## src/rtl/riscv_ctrl_pkg.sv

```systemverilog
// Shared definitions for the multi-cycle RV32I control unit: opcodes, ALU and
// immediate encodings, datapath mux selects, FSM states and the ALU decode modes.
package riscv_ctrl_pkg;

    localparam logic [6:0] OP_LOAD   = 7'b0000011;
    localparam logic [6:0] OP_STORE  = 7'b0100011;
    localparam logic [6:0] OP_R      = 7'b0110011;
    localparam logic [6:0] OP_I      = 7'b0010011;
    localparam logic [6:0] OP_BRANCH = 7'b1100011;
    localparam logic [6:0] OP_JAL    = 7'b1101111;
    localparam logic [6:0] OP_JALR   = 7'b1100111;
    localparam logic [6:0] OP_LUI    = 7'b0110111;

    localparam logic [2:0] ALU_ADD = 3'b000;
    localparam logic [2:0] ALU_SUB = 3'b001;
    localparam logic [2:0] ALU_AND = 3'b010;
    localparam logic [2:0] ALU_OR  = 3'b011;
    localparam logic [2:0] ALU_XOR = 3'b100;
    localparam logic [2:0] ALU_SLT = 3'b101;

    localparam logic [2:0] IMM_I = 3'b000;
    localparam logic [2:0] IMM_S = 3'b001;
    localparam logic [2:0] IMM_B = 3'b010;
    localparam logic [2:0] IMM_J = 3'b011;
    localparam logic [2:0] IMM_U = 3'b100;

    localparam logic [1:0] RES_ALUOUT = 2'b00;
    localparam logic [1:0] RES_DATA   = 2'b01;
    localparam logic [1:0] RES_ALU    = 2'b10;
    localparam logic [1:0] RES_IMM    = 2'b11;

    localparam logic [1:0] SRCA_PC    = 2'b00;
    localparam logic [1:0] SRCA_OLDPC = 2'b01;
    localparam logic [1:0] SRCA_REG   = 2'b10;

    localparam logic [1:0] SRCB_REG   = 2'b00;
    localparam logic [1:0] SRCB_IMM   = 2'b01;
    localparam logic [1:0] SRCB_FOUR  = 2'b10;

    typedef enum logic [3:0] {
        S_FETCH, S_DECODE, S_MEM_ADR, S_MEM_READ, S_MEM_WRITE, S_MEM_WB,
        S_EXEC_R, S_EXEC_I, S_ALU_WB, S_BRANCH, S_JAL, S_JALR_ADR, S_LUI
    } state_e;

    typedef enum logic [1:0] {
        ALU_MODE_ADD, ALU_MODE_SUB, ALU_MODE_FUNCT, ALU_MODE_BRANCH
    } alu_mode_e;

    // Immediate format implied by the opcode; I-type covers everything unlisted.
    function automatic logic [2:0] imm_of(input logic [6:0] op);
        case (op)
            OP_STORE:  return IMM_S;
            OP_BRANCH: return IMM_B;
            OP_JAL:    return IMM_J;
            OP_LUI:    return IMM_U;
            default:   return IMM_I;
        endcase
    endfunction

endpackage

```

## src/rtl/riscv_alu_decode.sv

```systemverilog
// Combinational ALU operation decode.
//   mode        : forced ADD / SUB, funct3-driven, or branch compare
//   funct3      : IR[14:12]
//   funct7_b5   : IR[30], selects SUB for funct3=000 in FUNCT mode
//   alu_control : ALU operation code
module riscv_alu_decode
    import riscv_ctrl_pkg::*;
(
    input  alu_mode_e   mode,
    input  logic [2:0]  funct3,
    input  logic        funct7_b5,
    output logic [2:0]  alu_control
);

    always_comb begin
        alu_control = ALU_ADD;
        case (mode)
            ALU_MODE_ADD: alu_control = ALU_ADD;
            ALU_MODE_SUB: alu_control = ALU_SUB;
            ALU_MODE_FUNCT: begin
                case (funct3)
                    3'b000:  alu_control = funct7_b5 ? ALU_SUB : ALU_ADD;
                    3'b111:  alu_control = ALU_AND;
                    3'b110:  alu_control = ALU_OR;
                    3'b100:  alu_control = ALU_XOR;
                    3'b010:  alu_control = ALU_SLT;
                    default: alu_control = ALU_ADD;
                endcase
            end
            // beq/bne compare by subtraction, blt/bge by set-less-than
            ALU_MODE_BRANCH: alu_control = funct3[2] ? ALU_SLT : ALU_SUB;
            default: alu_control = ALU_ADD;
        endcase
    end

endmodule

```

## src/rtl/riscv_multicycle_ctrl.sv

```systemverilog
// Multi-cycle RV32I control FSM driving a shared-memory registered datapath.
//   clk, rst_n            : clock, async active-low reset
//   op/funct3/funct7      : fields of the instruction register
//   zero                  : ALU zero flag (branch resolution)
//   mem_ready             : memory handshake, honoured only when MEM_WAIT=1
//   pc_write .. imm_src   : datapath enables and mux selects
//   instr_done, illegal   : retire pulse and unsupported-opcode pulse
//   instret               : retired-instruction counter
module riscv_multicycle_ctrl
    import riscv_ctrl_pkg::*;
#(
    parameter int unsigned ALU_CTRL_W = 3,
    parameter int unsigned IMM_SRC_W  = 3,
    parameter int unsigned MEM_WAIT   = 1,
    parameter int unsigned CNT_W      = 32
) (
    input  logic                  clk,
    input  logic                  rst_n,
    input  logic [6:0]            op,
    input  logic [2:0]            funct3,
    input  logic [6:0]            funct7,
    input  logic                  zero,
    input  logic                  mem_ready,
    output logic                  pc_write,
    output logic                  adr_src,
    output logic                  mem_read,
    output logic                  mem_write,
    output logic                  ir_write,
    output logic                  reg_write,
    output logic [1:0]            result_src,
    output logic [1:0]            alu_src_a,
    output logic [1:0]            alu_src_b,
    output logic [ALU_CTRL_W-1:0] alu_control,
    output logic [IMM_SRC_W-1:0]  imm_src,
    output logic                  instr_done,
    output logic                  illegal,
    output logic [CNT_W-1:0]      instret
);

    state_e     state;
    state_e     state_nxt;
    alu_mode_e  alu_mode;
    logic       alu_f7b5;
    logic [2:0] alu_code;
    logic       ready_c;
    logic       unused_funct7;

    assign unused_funct7 = ^{funct7[6], funct7[4:0]};

    // With MEM_WAIT=0 every memory state completes in a single cycle.
    assign ready_c = (MEM_WAIT != 0) ? mem_ready : 1'b1;

    riscv_alu_decode u_alu_decode (
        .mode        (alu_mode),
        .funct3      (funct3),
        .funct7_b5   (alu_f7b5),
        .alu_control (alu_code)
    );

    // State register.
    always_ff @(posedge clk or negedge rst_n) begin
        if (!rst_n) begin
            state <= S_FETCH;
        end else begin
            state <= state_nxt;
        end
    end

    // Next-state and Moore output decode; everything is forced low during reset.
    always_comb begin
        state_nxt  = state;
        pc_write   = 1'b0;
        adr_src    = 1'b0;
        mem_read   = 1'b0;
        mem_write  = 1'b0;
        ir_write   = 1'b0;
        reg_write  = 1'b0;
        result_src = RES_ALUOUT;
        alu_src_a  = SRCA_PC;
        alu_src_b  = SRCB_REG;
        imm_src    = '0;
        instr_done = 1'b0;
        illegal    = 1'b0;
        alu_mode   = ALU_MODE_ADD;
        alu_f7b5   = 1'b0;

        case (state)
            S_FETCH: begin
                mem_read   = 1'b1;
                alu_src_b  = SRCB_FOUR;
                result_src = RES_ALU;
                if (ready_c) begin
                    ir_write  = 1'b1;
                    pc_write  = 1'b1;
                    state_nxt = S_DECODE;
                end
            end
            S_DECODE: begin
                // ALUOut <- old-PC + imm, the branch/jump target
                alu_src_a = SRCA_OLDPC;
                alu_src_b = SRCB_IMM;
                imm_src   = IMM_SRC_W'(imm_of(op));
                case (op)
                    OP_LOAD, OP_STORE: state_nxt = S_MEM_ADR;
                    OP_R:              state_nxt = S_EXEC_R;
                    OP_I:              state_nxt = S_EXEC_I;
                    OP_BRANCH:         state_nxt = S_BRANCH;
                    OP_JAL:            state_nxt = S_JAL;
                    OP_JALR:           state_nxt = S_JALR_ADR;
                    OP_LUI:            state_nxt = S_LUI;
                    default: begin
                        illegal   = 1'b1;
                        state_nxt = S_FETCH;
                    end
                endcase
            end
            S_MEM_ADR: begin
                alu_src_a = SRCA_REG;
                alu_src_b = SRCB_IMM;
                imm_src   = IMM_SRC_W'(imm_of(op));
                state_nxt = (op == OP_STORE) ? S_MEM_WRITE : S_MEM_READ;
            end
            S_MEM_READ: begin
                adr_src  = 1'b1;
                mem_read = 1'b1;
                if (ready_c) begin
                    state_nxt = S_MEM_WB;
                end
            end
            S_MEM_WRITE: begin
                adr_src   = 1'b1;
                mem_write = 1'b1;
                if (ready_c) begin
                    instr_done = 1'b1;
                    state_nxt  = S_FETCH;
                end
            end
            S_MEM_WB: begin
                result_src = RES_DATA;
                reg_write  = 1'b1;
                instr_done = 1'b1;
                state_nxt  = S_FETCH;
            end
            S_EXEC_R: begin
                alu_src_a = SRCA_REG;
                alu_src_b = SRCB_REG;
                alu_mode  = ALU_MODE_FUNCT;
                alu_f7b5  = funct7[5];
                state_nxt = S_ALU_WB;
            end
            S_EXEC_I: begin
                // funct7 is not forwarded: there is no SUBI
                alu_src_a = SRCA_REG;
                alu_src_b = SRCB_IMM;
                imm_src   = IMM_SRC_W'(IMM_I);
                alu_mode  = ALU_MODE_FUNCT;
                state_nxt = S_ALU_WB;
            end
            S_ALU_WB: begin
                result_src = RES_ALUOUT;
                reg_write  = 1'b1;
                instr_done = 1'b1;
                state_nxt  = S_FETCH;
            end
            S_BRANCH: begin
                alu_src_a  = SRCA_REG;
                alu_src_b  = SRCB_REG;
                alu_mode   = ALU_MODE_BRANCH;
                result_src = RES_ALUOUT;
                case (funct3)
                    3'b000:  pc_write = zero;
                    3'b001:  pc_write = !zero;
                    3'b100:  pc_write = !zero;
                    3'b101:  pc_write = zero;
                    default: pc_write = 1'b0;
                endcase
                instr_done = 1'b1;
                state_nxt  = S_FETCH;
            end
            S_JAL: begin
                // PC <- target in ALUOut while ALUOut <- old-PC + 4 for the link
                alu_src_a  = SRCA_OLDPC;
                alu_src_b  = SRCB_FOUR;
                result_src = RES_ALUOUT;
                pc_write   = 1'b1;
                state_nxt  = S_ALU_WB;
            end
            S_JALR_ADR: begin
                alu_src_a = SRCA_REG;
                alu_src_b = SRCB_IMM;
                imm_src   = IMM_SRC_W'(IMM_I);
                state_nxt = S_JAL;
            end
            S_LUI: begin
                result_src = RES_IMM;
                imm_src    = IMM_SRC_W'(IMM_U);
                reg_write  = 1'b1;
                instr_done = 1'b1;
                state_nxt  = S_FETCH;
            end
            default: state_nxt = S_FETCH;
        endcase

        if (!rst_n) begin
            pc_write   = 1'b0;
            adr_src    = 1'b0;
            mem_read   = 1'b0;
            mem_write  = 1'b0;
            ir_write   = 1'b0;
            reg_write  = 1'b0;
            result_src = '0;
            alu_src_a  = '0;
            alu_src_b  = '0;
            imm_src    = '0;
            instr_done = 1'b0;
            illegal    = 1'b0;
        end
    end

    assign alu_control = rst_n ? ALU_CTRL_W'(alu_code) : '0;

    // Retired-instruction counter, wraps naturally.
    always_ff @(posedge clk or negedge rst_n) begin
        if (!rst_n) begin
            instret <= '0;
        end else if (instr_done) begin
            instret <= instret + CNT_W'(1);
        end
    end

endmodule

```

## config.mk

```make
export PLATFORM = sky130hd
export DESIGN_NAME = riscv_multicycle_ctrl
export DESIGN_NICKNAME = d
export VERILOG_FILES = /design/src/rtl/riscv_ctrl_pkg.sv /design/src/rtl/riscv_alu_decode.sv /design/src/rtl/riscv_multicycle_ctrl.sv
export SDC_FILE = /design/constraint.sdc
export NUM_CORES = 1
export LEC_CHECK = 0
export ABC_AREA = 0
export CAP_MARGIN = 20
export CORE_MARGIN = 2
export CORE_UTILIZATION = 45
export CTS_BUF_LIST = sky130_fd_sc_hd__clkbuf_16
export DETAILED_ROUTE_END_ITERATION = 7
export GPL_TIMING_DRIVEN = 0
export PLACE_DENSITY_LB_ADDON = 0.3
export SETUP_SLACK_MARGIN = 0.2
export SLEW_MARGIN = 20
export SYNTH_ARGS = -nofsm -noshare
export SYNTH_HDL_FRONTEND = slang
export SYNTH_SLANG_ARGS = --single-unit
```

## constraint.sdc

```tcl
create_clock -name clk -period 2.8 [get_ports clk]
set_input_delay 0.42 -clock clk [delete_from_list [all_inputs] [get_ports clk]]
set_output_delay 0.42 -clock clk [all_outputs]
set_load 0.01 [all_outputs]
```

==> flow_metrics.tcl <==
set metrics [dict create \
    root_buffer "clkbuf_16" \
    die_x_um 76.8 \
    routed_via_density 5.52 \
    numCtsBuffers 5 \
    synth_nets 285 \
    ys_seq_area_share_pct 37.8 \
    clock_latency_ns 0.28 \
    antenna_found_initial 0 \
    hold_class "in2async" \
    async_flop_share_pct 100 \
    num-fill-cells 436 \
    drv_slew 0 \
    stdcell_area_sq_mm 0.00337 \
    dieArea_sq_mm 0.00590 \
    total_power_mw 1.75 \
    critPathRequiredTime_ns 2.38 \
    dpl.hpwl_mm 4.29 \
    drc 0 \
    relSlewSlack_pct 47.2 \
    io_pins 73 \
    place_area_sq_mm 0.00313 \
    fin_skew_ns 0.00459 \
    min_period_ns 2.53 \
    grt_pass1_vias 2119 \
    setup_viol 0 \
    worst_pin_slew_ns 0.786 \
    synth-edff-count 0 \
    crit_arrival_ns 2.11 \
    grt_max_degree 26 \
    path_max_fanout 2 \
    drtIter0Drc 104 \
    post-route-period-util_pct 90.5 \
    grtUsageTotal_pct 20.4 \
    place.gp.congestion 0.854 \
    cts_max_path_buffers 2 \
    yosys.area.top_type "dfrtp_1" \
    p_per_area_mw_per_mm2 521 \
    yosys-top-cells-area "dfrtp_1 (38%), xnor2_1 (9.2%), nand3_1 (5.2%), xor2_1 (4.0%), nand4_1 (3.7%)" \
    synthFlopType "dfrtp_1" \
    crit_type "in2out" \
    rsz0062_at_grt "no" \
    post-place-ws_ns 0.0901 \
    cts_max_level 2 \
    avgSynthCellArea_sq_um 9.06 \
    ys_warn_count 0 \
    overflow 0 \
    vias 2259 \
    area_delta_synth_final_pct 41.2 \
    antenna_left 0 \
    synth_cell_types 50 \
    core_area_sq_mm 0.00511 \
    diodes 0 \
    fin_nets 360 \
    synthCells 263 \
    clkTransAtPathRegs_ns 0.05 \
    cp-start-kind "input pin" \
    syn_area_sq_mm 0.00238 \
    rows 26 \
    ys_seq_elements 36 \
    clock-sinks 36 \
    die_h_um 76.8 \
    grt_pass1_wl_mm 9.88 \
    start_util_pct 46.7 \
    final.setup.worst_slack_ns 0.266 \
    cts_tree "done" \
    total_leakage_power_nw 1.45 \
    vdd_drop_max_v 0.000358 \
    fmax_mhz 395 \
    dr.pass1.iters 4 \
    drive_above_1_share_pct 14.2 \
    port-buffer-count 64 \
    critPathCaptureType "output pin" \
    hold_viol 0 \
    drt-total-wl_mm 5.92 \
    synth_top_area_share_pct 37.8 \
    wire_per_inst_um 14.5 \
    status "completed" \
    max-cap-violations 0 \
]
-- final timing paths --
path | start | endpoint | slack (ns) | depth (start not counted)
setup / recovery | funct3[0] | pc_write | 0.27 | 6
hold / removal | rst_n | instret[27] | 0.05 | 1
setup reg to reg | instret[7] | instret[29] | 0.91 | 4
hold reg to reg | instret[31] | instret[31] | 0.46 | 1
max in group asynchronous | rst_n | instret[2] | 2.30 | 2
min in group clk | instret[31] | instret[31] | 0.46 | 1
-- report_power, final --
group	switching [mW]	leakage [nW]	total, mW	internal [mW]
clock	0.194	0.0738	0.513	0.319
sequential	0.0375	0.492	0.594	0.557
combinational	0.333	0.879	0.646	0.313
total	0.564	1.45	1.75	1.19
-- cells in the final DEF (no fill, tap or decap), drive strengths merged, types with 4 or more instances in the layout --
cell type	synthesis	routed
clkbuf	8	11
inv	8	10
dlymetal6s2s	0	4
nor3	11	11
nor2	16	16
o21ai	4	4
nor4	12	12
a21oi	7	7
dfrtp	36	36
xor2	11	11
clkdlybuf4s50	0	57
nand2b	6	6
nand4	16	16
and2	5	5
and4	4	4
nand3	25	25
xnor2	25	25
buf	8	15
nor2b	7	7
and3	7	7
nand2	16	16
a22oi	4	4
-- worst max-delay path, cell delays in order --
cell             delay (ns)
clkdlybuf4s50_1        0.53
xnor2_1                0.15
xnor2_1                0.09
o32a_1                 0.29
nor2_1                 0.09
clkdlybuf4s50_1        0.55
-- sequential cells by signal (all words and copies together), names as in the netlist --
name     count
instret     32
state        4
-- Yosys cell counts, drive strengths merged, types with 2 or more instances --
cell     number
xnor2        25
o2111ai       2
nor3b         2
buf           8
nand3        25
or3           2
nor4         12
nor2         16
nand2        16
nand2b        6
and4          4
a21oi         7
nand4        16
nor3         11
o21ai         4
and3          7
and2          5
mux2i         2
o22ai         2
inv           8
dfrtp        36
nor2b         7
xor2         11
clkbuf        8
a22oi         4
-- layer usage --
layer  vias to the layer above  GRT usage, %  part of all wire, %
met5                         -             0                    0
met4                         0          5.82                 0.74
met3                         4          3.53                  5.8
met2                        78          32.6                   48
met1                      1080          28.4                   46
li1                       1097             -                    -
-- per-stage QoR --
step | std cells | setup TNS, ns | utilization [%] | hold slack, ns
final | 409 | 0 | 65.9 | 0.0466
after global routing | 409 | 0 | 65.9 | 0.0748
after CTS | 406 | 0 | 64.4 | 0.0593
after detailed placement | 398 | 0 | 61.2 | 0.349
after global placement | 397 | -38.43 | 60.9 | 0.456
after floorplan | 263 | 0 | - | 0.124
-- layout make-up --
type | instances | area [sq um] | share of cell area [%]
plain buffers | 16 | 90.1 | 2.68
clock buffers | 5 | 125 | 3.72
clock inverters | 3 | 11.3 | 0.335
inverters | 9 | 37.5 | 1.12
multi-input cells | 202 | 1420 | 42.0
flip-flops and latches | 36 | 901 | 26.8
well taps | 70 | 87.6 | 2.60
repair buffers | 68 | 698 | 20.7
-- repair_timing --
item / CTS / global route
hold buffers: 0 / 0
gates resized for setup: 14 / 16
setup endpoints to repair: 8 / 9
pin swaps: 1 / 1
buffers inserted: 0 / 3
-- cell families (layout without fill, tap and decap cells) --
logic type               Yosys count  count (layout)  synth area share [%]
flip-flops                        36              36                  37.8
XOR/XNOR                          36              36                  13.2
adder cells (fa/ha/maj)            1               1                 0.525
AO/OA/AOI/OAI                     28              28                  8.66
AND/OR/NAND/NOR                  135             135                  34.1
buffers and inverters             25             101                  4.83
multiplexers                       2               2                 0.840
No activity file was read; power rests on OpenSTA's default activity.
==> variant 1: new RTL, same flow settings <==
Change the parameter `CNT_W` from 32 to 40.
--- a/src/rtl/riscv_multicycle_ctrl.sv
+++ b/src/rtl/riscv_multicycle_ctrl.sv
@@ -14,3 +14,3 @@
     parameter int unsigned MEM_WAIT   = 1,
-    parameter int unsigned CNT_W      = 32
+    parameter int unsigned CNT_W      = 40
 ) (
Interface: changed (resized instret); port bits go from 73 to 81. The function was not compared with the original's and may differ.
==> variant 1 against the original RTL <==
  * Wire length rose by 6.5%
  * Setup slack worse by 110 ps
  * Cell area grew 9.8%
  * Total power increased by 4.9%
  * Synthesized area up 9.9%
  * Non-clock buffer count grew 1
  * Sequential share of layout area up 3.1 points
  * Sequential cell count grew 8
==> variant 1: results (changes against the original RTL) <==
status=finished, final reports clean; Synthesized Nets=311 (+9.1%); met2 wire len=2990 µm (+6.2%); largest net degree at the start of global routing=31 (+19%); Max IR drop VDD=0.366 mV (+2.0%); Rel. slew slack=0.611 (+0.139); placed cell areas=3460 µm² (+11%); layout cells sized above 1=0.104 (-0.0373); met3 Usage GRT=0.0382 (+0.00291); FF-to-FF path depth=6 (+2); CP arrival=2230 ps (+120 ps); global-route wire length before repair=10600 µm (+7.3%); GR Util met2=0.330 (+0.00368); vias in the first global route=2335 (+10%); P_int=1.27 mW (+6.8%); sequential power=0.715 mW (+20%); DR WL met3=296 µm (-14%); Reg2Reg Capture Point=instret[30]$_DFFE_PN0P_; register area share after synthesis=0.420 (+0.0425); FF-to-FF Start=state[0]$_DFFE_PN0P_; Largest regs=instret: 40 flops, state: 4 flops; routability cong.=0.855 (+0.13%); Nets=396 (+10%); GR Util met1=0.287 (+0.00358); fill count=489 (+12%); top cells by area, synth=dfrtp_1, xor2_1, xnor2_1, nand2_1, nor2_1; Worst Path Max Fanout=7 (+5); worst hold margin=65.3 ps (+18.7 ps); DP Cell Count=435 (+9.3%); Power Clock=0.553 mW (+7.8%); Iter 0 DRT Violations=108 (+3.8%); initial antenna violation count=0 (unchanged); Tot Pwr=1.84 mW (+4.9%); clock skew=6.17 ps (+1.58 ps); P_leak=1.64 nW (+14%); IO Port Bufs=73 (+14%); Detail Placement HPWL=4550 µm (+6.0%); syn avg cell area=9.06 µm² (about the same); yosys synthesis warning count=0 (unchanged); top post-synthesis cells by count=dfrtp_1, nand2_1, nor2_1; GRT Total Usage=0.205 (+0.00149); WL met1=2970 µm (+9.6%)
variant 1: kinds of logic after synthesis:
| group | count (synthesis) | synth area share |
|---|---|---|
| AOI/OAI and AO/OA | 29 | 0.0822 |
| xor gates and xnor gates | 45 | 0.150 |
| adders and majority gates | 1 | 0.00478 |
| buffers and inverters | 17 | 0.0244 |
| DFF | 44 | 0.420 |
| muxes | 3 | 0.0119 |
| and+or+nand+nor | 150 | 0.306 |
variant 1: what timing repair did:
| action | CTS | global route |
|---|---|---|
| pin swaps | 0 | 1 |
| buffers inserted | 0 | 4 |
| hold endpoints to repair | 0 | 0 |
| hold buffers | 0 | 0 |
| resized for setup | 19 | 17 |
| setup endpoints to repair | 14 | 20 |
variant 1: critical path, cell delays in order:
cell and delay [ps]:
clkdlybuf4s50_1 670, o21ai_2 140, a211oi_4 380, clkdlybuf4s50_1 610
variant 1: worst max-delay path by stage:
stage	start	end	slack, ps	cells past startpoint
global placement	rst_n	instr_done	-1890	4
detailed placement	rst_n	instr_done	-160	4
CTS	mem_ready	instr_done	80	4
floorplan	op[2]	imm_src[0]	740	3
finish	mem_ready	instr_done	150	4
global route	mem_ready	instr_done	80	4
variant 1: final cells by class:
| type | count | area [µm²] | share of cell area |
|---|---|---|---|
| multi-input cells | 228 | 1500 | 0.407 |
| flip-flops and latches | 44 | 1100 | 0.299 |
| repair buffers | 78 | 785 | 0.212 |
| clock buffers | 5 | 125 | 0.0339 |
| well taps | 72 | 90.1 | 0.0244 |
| plain buffers | 7 | 38.8 | 0.0105 |
| inverters | 10 | 37.5 | 0.0102 |
| clock inverters | 2 | 12.5 | 0.00339 |
==> variant 2: new RTL, same settings <==
Without the edit above. Reset style: synchronous (`rst_n`), changed in 2 clocked blocks. Comments in the files are not updated.
--- a/src/rtl/riscv_multicycle_ctrl.sv
+++ b/src/rtl/riscv_multicycle_ctrl.sv
@@ -60,3 +60,3 @@
     // State register.
-    always_ff @(posedge clk or negedge rst_n) begin
+    always_ff @(posedge clk) begin
         if (!rst_n) begin
@@ -222,3 +222,3 @@
     // Retired-instruction counter, wraps naturally.
-    always_ff @(posedge clk or negedge rst_n) begin
+    always_ff @(posedge clk) begin
         if (!rst_n) begin
Check against the original RTL: differs if rst_n is asserted again (counterexample within 4 cycles, from zero or initial values and one cycle with rst_n low); with rst_n held inactive, the same outputs for 10 cycles.
==> variant 2 against the original RTL <==
  * Critical path depth is 1 lower
  * Synthesized area is 6.8% lower
  * First-iteration DRC count is 41% higher
  * Setup slack worse by 14 ps
  * Clock skew is 1.1 ps higher
  * Global-route usage is 2.2 points higher
  * Wire length is 1.2% higher
  * Cell area is 5.5% lower
  * Register-to-register slack worse by 340 ps
  * Sequential cell count stayed put
Power is not compared: it rests on default switching activity, and its combinational part moved more than twofold at a synthesized area within 25%.
==> variant 2: results (changes against the original RTL) <==
status=finished, final reports clean; FF-to-FF Start=state[2]$_SDFFE_PN0P_; layout cells sized above 1=0.0761 (-0.0655); DP Cell Count=426 (+7.0%); Multi-input gate area=1450 µm² (+2.1%); met2 wire len=2940 µm (+4.5%); FF/Latch Area=721 µm² (-20%); multi-input logic cell count=234 (+16%); routed len/inst=13.8 µm (-4.8%); ys async rst share=0 (-1.00); FF-to-FF path depth=5 (+1); r2r setup slk=570 ps (-340 ps); cells after synthesis=293 (+11%); Iter 0 DRT Violations=147 (+41%); placed cell areas=2970 µm² (-5.1%); vias in the first global route=2076 (-2.0%); top post-synthesis cells by count=nor2_1, dfxtp_1, nand2_1; Worst Max-Slew Pin Slew=830 ps (+44.3 ps); nonclk buf count=81 (-3.6%); CTS resizes=22 (+8); CP arrival=2130 ps (+20 ps); fill count=418 (-4.1%); Synthesized Nets=315 (+11%); largest net degree at the start of global routing=12 (-54%); Netlist Area Pre-Place=2220 µm² (-6.8%); Reg2Reg Capture Point=instret[31]$_SDFFE_PN0P_; top cells by area, synth=dfxtp_1, xor2_1, nor2_1, nand4_1, nand3_1; met3 Usage GRT=0.0325 (-0.00277)
variant 2: changes by cell type in the layout (fill, tap and decap cells not counted), moves of 10 or more:
cell | before | now
xnor2_1 | 25 | 10
dfrtp_1 | 36 | 0
dfxtp_1 | 0 | 36
or3_1 | 2 | 12
nor2_1 | 14 | 38
o21ai_0 | 4 | 14
variant 2: cells by family after synthesis:
kind of cell,after synthesis,synth area share
and+or+nand+nor,155,0.377
AOI/OAI and AO/OA,49,0.139
DFF,36,0.324
xor gates and xnor gates,27,0.106
buffers and inverters,23,0.0389
muxes,2,0.00901
adders and majority gates,1,0.00563
variant 2: worst max-delay path by stage:
stage,startpoint,to,slack (ps)
after floorplan,instret[4]$_SDFFE_PN0P_,instret[31]$_SDFFE_PN0P_,720
after global placement,rst_n,alu_control[2],-60
after detailed placement,rst_n,alu_control[2],-170
after CTS,rst_n,alu_control[2],20
after global routing,state[1]$_SDFFE_PN0P_,alu_control[2],170
final,state[3]$_SDFFE_PN0P_,alu_control[2],250
